**src/rtl/shift_register_universal.sv**
```systemverilog
`default_nettype none
// ============================================================================
// Module   : shift_register_universal
// Brief    : WIDTH-bit universal register (hold / shift right / shift left /
//            parallel load) with a modulo-WIDTH shift counter and a
//            registered word-complete pulse for SERDES staging.
// Revision : 1.0 - initial release
// ============================================================================
module shift_register_universal #(
    parameter int               WIDTH       = 8,
    parameter logic [WIDTH-1:0] RESET_VALUE = '0
) (
    input  logic                     clk,
    input  logic                     reset,
    input  logic                     enable,
    input  logic [1:0]               mode,
    input  logic [WIDTH-1:0]         d,
    input  logic                     serial_in_r,
    input  logic                     serial_in_l,
    output logic [WIDTH-1:0]         q,
    output logic                     serial_out_r,
    output logic                     serial_out_l,
    output logic [$clog2(WIDTH)-1:0] bit_count,
    output logic                     word_done
);

    localparam int                 CNT_W        = $clog2(WIDTH);
    localparam logic [CNT_W-1:0]   c_CNT_LAST   = CNT_W'(WIDTH - 1);
    localparam logic [CNT_W-1:0]   c_CNT_ONE    = CNT_W'(1);
    localparam logic [1:0]         c_MODE_HOLD  = 2'b00;
    localparam logic [1:0]         c_MODE_RIGHT = 2'b01;
    localparam logic [1:0]         c_MODE_LEFT  = 2'b10;
    localparam logic [1:0]         c_MODE_LOAD  = 2'b11;

    // Power-up values match the reset values.
    logic [WIDTH-1:0] r_q    = RESET_VALUE;
    logic [CNT_W-1:0] r_cnt  = '0;
    logic             r_done = 1'b0;

    logic w_shift;
    logic w_load;
    logic w_wrap;

    // Decode which kind of update the counter sees this cycle.
    always_comb begin
        w_shift = enable && ((mode == c_MODE_RIGHT) || (mode == c_MODE_LEFT));
        w_load  = enable && (mode == c_MODE_LOAD);
        w_wrap  = (r_cnt == c_CNT_LAST);
    end

    // Data register: mode applied only while enabled, reset overrides all.
    always_ff @(posedge clk) begin
        if (reset) begin
            r_q <= RESET_VALUE;
        end else if (enable) begin
            case (mode)
                c_MODE_HOLD:  r_q <= r_q;
                c_MODE_RIGHT: r_q <= {serial_in_r, r_q[WIDTH-1:1]};
                c_MODE_LEFT:  r_q <= {r_q[WIDTH-2:0], serial_in_l};
                c_MODE_LOAD:  r_q <= d;
                default:      r_q <= r_q;
            endcase
        end
    end

    // Shift counter and word-complete pulse; a load restarts the word.
    always_ff @(posedge clk) begin
        if (reset) begin
            r_cnt  <= '0;
            r_done <= 1'b0;
        end else if (w_load) begin
            r_cnt  <= '0;
            r_done <= 1'b0;
        end else if (w_shift) begin
            if (w_wrap) begin
                r_cnt  <= '0;
                r_done <= 1'b1;
            end else begin
                r_cnt  <= r_cnt + c_CNT_ONE;
                r_done <= 1'b0;
            end
        end else begin
            r_done <= 1'b0;
        end
    end

    assign q            = r_q;
    assign serial_out_r = r_q[0];
    assign serial_out_l = r_q[WIDTH-1];
    assign bit_count    = r_cnt;
    assign word_done    = r_done;

endmodule
`default_nettype wire

```
**config.mk**
```make
export PLATFORM = sky130hd
export DESIGN_NAME = shift_register_universal
export DESIGN_NICKNAME = d
export VERILOG_FILES = /design/src/rtl/shift_register_universal.sv
export SDC_FILE = /design/constraint.sdc
export NUM_CORES = 1
export LEC_CHECK = 0
export BUFFER_PORTS_ARGS = -buffer_cell sky130_fd_sc_hd__buf_2
export CAP_MARGIN = 20
export CORE_UTILIZATION = 26
export CTS_CLUSTER_SIZE = 14
export DETAILED_ROUTE_END_ITERATION = 10
export PLACE_DENSITY = 0.54
export SETUP_SLACK_MARGIN = 0.5
export SYNTH_ARGS = -nofsm -noshare
export SYNTH_HDL_FRONTEND = slang
export SYNTH_SLANG_ARGS = --single-unit
```
**constraint.sdc**
```tcl
create_clock -name clk -period 2.4 [get_ports clk]
set_input_delay 0.12 -clock clk [delete_from_list [all_inputs] [get_ports clk]]
set_output_delay 0.12 -clock clk [all_outputs]
set_load 0.03 [all_outputs]
```
# Yosys cells after proc, flatten, opt, wreduce, memory -nomap -nowiden
# Index checks and enable logic that the tools add are counted.
classes:
  n_eq_ne: 4
  n_addsub: 1
  muxes: 3
  n_bitwise: 2
  reduce_logical: 7
op_table:
  columns: ["cell", "count"]
  rows:
  - ["case mux 8 bit (3 select lines)", 1]
  - ["equality test 2 bit, second input constant", 2]
  - ["adder 3 x 1 -> 3 bit, second input constant", 1]
  - ["equality test 3 bit, second input constant", 1]
  - ["2-to-1 mux 3 bit", 1]
  - ["OR reduction 3 bit", 1]
  - ["equality test 2 x 1 -> 1 bit, second input constant", 1]
  - ["logical AND 1 bit", 2]
  - ["zero test 2 bit", 1]
  - ["NOT 1 bit", 2]
  - ["AND reduction 2 bit", 1]
  - ["OR reduction 2 bit", 1]
  - ["logical OR 1 bit", 1]
  - ["2-to-1 mux 1 bit", 1]
totals:
  word_cells: 20
  reg_bits: 12
  out_inout_bits: 14
  in_bits: 15

# Depth between registers and ports, before layout
logic_depth:
  depth_word: 5
  ltp_mapped: 7
  ltp_nobuf: 5

# Worst setup path after synthesis
# OpenSTA, ideal clock, no wires.
synth_timing:
  path_type: "reg-to-reg"
  start: "register r_cnt[0] (netlist: bit_count[0])"
  end: "register r_cnt[2] (netlist: bit_count[2])"
  synth_period_minus_slack_ns: 1.254
  setup_time_ns: 0.130
  t_required_ns: 2.270
  arrival_ns: 1.124
  setup_slack_ns: 1.146
  path_buffers: 0
  path_stages_with_launch: 5
  path_cell_list: "dfxtp_1 > ha_1 > ha_1 > a22oi_1 > nor2_1"
synth_between:
  elab_chain_len: 2
  word_cells_on_any_way: 3
  cone_classes: "add/sub: 1; eq/ne: 1; mux: 1"
synth_rtl:
  columns: ["item", "line_no", "source"]
  rows:
  - ["start: declaration", "37", "logic [CNT_W-1:0] r_cnt = '0;"]
  - ["start signal: assignment", "79", "r_cnt <= r_cnt + c_CNT_ONE;"]
  - ["adder 3 x 1 -> 3 bit / equality test 3 bit (equally long branches)", "79, 48", null]
  - ["2-to-1 mux 3 bit (*)", "75", "if (w_wrap) begin"]
# Every way passes the cells marked *; elsewhere a longest branch is shown, timed or not.
# A chain may end at the register's enable or synchronous reset.

# Worst setup path after layout
layout_timing:
  start: "input mode[0]"
  end: "register r_q[5] (netlist: q[5])"
layout_between:
  elab_chain_len: 3
  word_cells_on_any_way: 7
  cone_classes: "eq/ne: 3; mux: 1; bitwise: 1; reduce/logical: 2"
layout_rtl:
  columns: ["item", "line_no", "source"]
  rows:
  - ["start: declaration", "16", "input logic [1:0] mode,"]
  - ["parallel branches: the longest is 3 deep, another holds case mux 8 bit (3 select lines)", null, null]
  - ["end signal: assignment", "57", "c_MODE_HOLD: r_q <= r_q;"]
  - ["end signal: assignment", "58", "c_MODE_RIGHT: r_q <= {serial_in_r, r_q[WIDTH-1:1]};"]
  - ["end signal: assignment", "59", "c_MODE_LEFT: r_q <= {r_q[WIDTH-2:0], serial_in_l};"]
  - ["end: declaration", "36", "logic [WIDTH-1:0] r_q = RESET_VALUE;"]
# Parallel ways; which one is timed is not known.

==> metrics.md <==
| Metric | Value |
|---|---|
| Routed wl met3 | 67 um |
| Pwr Density | 576 nW/um^2 |
| Combinational fraction of design power | 24.5% |
| Area of the multi-input gates | 349 um^2 |
| Fmax | 855 MHz |
| Max Root-Sink Buffers | 2 |
| P_sw | 0.149 mW |
| R2R Path Start | bit_count[0]$_SDFFE_PP0P_ |
| Initial cell density of the core | 28.5% |
| Pins Over Slew Limit | 0 |
| VDD IR-drop max | 0.249 mV |
| DR pass1 iterations | 4 |
| Number of hold violations in the final report | 0 |
| Crit path from | mode[0] |
| Via density | 4.90 |
| Min-delay src | serial_in_r |
| Skew final | 7.32 ps |
| Outcome | finished clean |
| Hold crit path type | primary input to flop |
| WP buf/inv | 2 |
| IO buf count | 28 |
| Setup TNS | 0 ps |
| Clock Sinks | 12 |
| Total Routed Length | 1.49 mm |
| Net Sw Frac | 32.5% |
| Delay-heaviest family, CP | simple AND/OR/NAND/NOR gates |
| Post-Syn Nets | 90 |
| Area contributors post-synth | dfxtp_1 37%, a22oi_1 13%, ha_1 9.6% |
| Crit path max fanout | 16 |
| Final HPWL DP | 1.09 mm |
| Cts bufs inserted | 3 |
| Synth Instances | 70 |
| Core area | 2300 um^2 |
| Full die area | 2720 um^2 |
| CP arrival | 1350 ps |
| Synth Area in XOR/XNOR | 0% |
| Flop pwr share | 48.8% |
| Synth-to-layout area growth | 21.4% |
| Top cell type's share of synthesized area | 36.7% |
| Met2 WL | 675 um |
| Clock Pin Slew Worst Setup and Hold Paths | 80 ps |
| Setup bufs post-CTS | 0 |
| Fill cell count | 251 |
| N_diodes | 0 |
| Skew-Pair Late Insertion Delay | 270 ps |
| Largest stage delay, worst path | 570 ps |
| Detailed Route Iter0 Violations | 10 |
| Seq cells post-synth | 12 |
| Avg WL per Cell | 12.2 um |
| Ys Warns | 0 |
| Layout cell share with drive strength beyond 1 | 38.3% |
| Gr ovfl total | 0 |
| Slew @ Worst Pin | 594 ps |
| Clock network power share | 26.7% |
| Yosys cell types | 18 |
| Compound-cell area share of the yosys netlist | 26.0% |
| Critical path class | primary input to flop |
| CTS Hold Buffers Added | 0 |
| Worst Setup Start Kind | primary input |
| DRT antenna net count | 0 |
| WL met1 | 735 um |
| Synth Area in Adders | 9.56% |
| Top Metal Used | met4 |
| Max-slew headroom | 60.4% |
| Sequential fraction of the synthesis area | 36.7% |
| I/O pin total | 29 |
| Synthesized area | 654 um^2 |
| DRC viols | 0 |
| Data required time of the worst path | 2580 ps |
| TritonCTS clock tree | yes |
| Antenna violations before repair | 0 |
| First-pass GRT wire length | 2.36 mm |
| H-tree depth | 1 |
| Crit. End Element | flop |
| Row cnt | 17 |
| Setup violators final | 0 |
| Die X | 52.2 um |
| Number of global-route vias before repair | 565 |
| Largest family of logic cells by synthesized area | compound AO/OA/AOI/OAI gates |
| Largest net degree at the start of global routing | 17 |
| Reg area | 240 um^2 |
| Root buffer cell | clkbuf_4 |
| Final net count | 116 |
| Worst-path cell chain | buf_2 > inv_1 > ha_1 > and2b_1 > nor2_1 > a311oi_1 |
| Crit path time final | 1170 ps |
| Via count | 598 |
| Post-CTS resize count | 0 |
| Synthesized area per cell | 9.35 um^2 |
| Post-layout util | 34.6% |
| Leak | 0.374 nW |
| Int Power | 0.309 mW |
| Post-synthesis mux area share | 0% |
| Worst path slowest cell | and2b_1 |
| GPL Wtd Cong | 0.689 |
| Tcrit/Tclk final | 48.7% |
| Height of the die | 52.2 um |
| RSZ-0062 raised after global routing | false |
| Aggregate global-route resource usage | 12.0% |
| Simple-gate share of the synthesized area | 17.8% |
| Maxcap violations | 0 |
| Area leader, netlist | dfxtp_1 |
==> routing by layer <==
metal	global-route usage, %	up-vias
met1	15.2	272
met4	7.89	0
met3	1.74	2
met2	18.6	19
met5	0	-
li1	-	305
==> cell usage after synthesis <==
cell	n
dfxtp_1	12
a22oi_1	11
nor2_1	10
nand2_1	8
a311oi_1	6
ha_1	5
buf_4	3
a311oi_2	2
and3b_1	2
inv_1	2
nor2_2	2
and2b_1	1
buf_2	1
buf_6	1
buf_8	1
clkbuf_1	1
nor2_4	1
o21ai_1	1
==> layout make-up <==
cell class | count | area share [%]
well taps | 28 | 4.41
inverters | 2 | 0.945
repair buffers | 28 | 17.6
flip-flops and latches | 12 | 30.2
multi-input cells | 49 | 43.9
clock buffers | 3 | 2.83
==> layout by cell type, fill, tap and decap left out <==
cell      instances
buf_2            28
dfxtp_1          12
a22oi_1          11
nor2_1           10
nand2_1           8
a311oi_1          6
ha_1              5
clkbuf_4          3
inv_1             2
nor2_2            2
a311oi_2          2
and3b_1           2
and2b_1           1
nor2_4            1
o21ai_1           1
==> state kept, by name, indices dropped and copies added (netlist names) <==
signal     flops
q              8
bit_count      3
word_done      1
==> cell families (layout without fill, tap and decap cells) <==
logic type / after synthesis / after routing
compound gates: 20 / 20
fa+ha+maj: 5 / 5
buf+inv: 9 / 33
flops: 12 / 12
simple gates: 24 / 24
==> final timing paths <==
check / slack (ps) / depth (start not counted) / end
hold / removal: 130 / 3 / q[7]$_SDFFE_PP0P_
hold reg to reg: 520 / 2 / q[6]$_SDFFE_PP0P_
setup / recovery: 1230 / 6 / q[5]$_SDFFE_PP0P_
setup reg to reg: 1250 / 4 / bit_count[2]$_SDFFE_PP0P_
==> metrics by stage <==
| stage | power, mW | hold WS, ps | worst slack [ps] | cell area [um^2] | std cells |
|---|---|---|---|---|---|
| after global routing | 0.485 | 123 | 1100 | 795 | 122 |
| after floorplan | 0.313 | 192 | 1150 | 654 | 70 |
| final | 0.458 | 125 | 1230 | 795 | 122 |
| after CTS | 0.463 | 117 | 1250 | 795 | 122 |
| after global placement | 0.339 | 393 | 1000 | 772 | 119 |
| after detailed placement | 0.341 | 402 | 968 | 772 | 119 |
==> power groups by stage <==
stage	sequential, mW	clock [mW]	combinational [mW]
detailed placement	0.228	0	0.112
finish	0.223	0.122	0.112
global placement	0.228	0	0.112
CTS	0.224	0.127	0.113
global route	0.226	0.136	0.124
floorplan	0.250	0	0.0632
==> worst register-to-register path, delay by kind of cell (launching register included) <==
family	cells	cell delay (ps)
fa+ha+maj	2	480
flops	1	340
compound gates	1	160
simple gates	1	60
No activity file was read; power rests on OpenSTA's default activity.
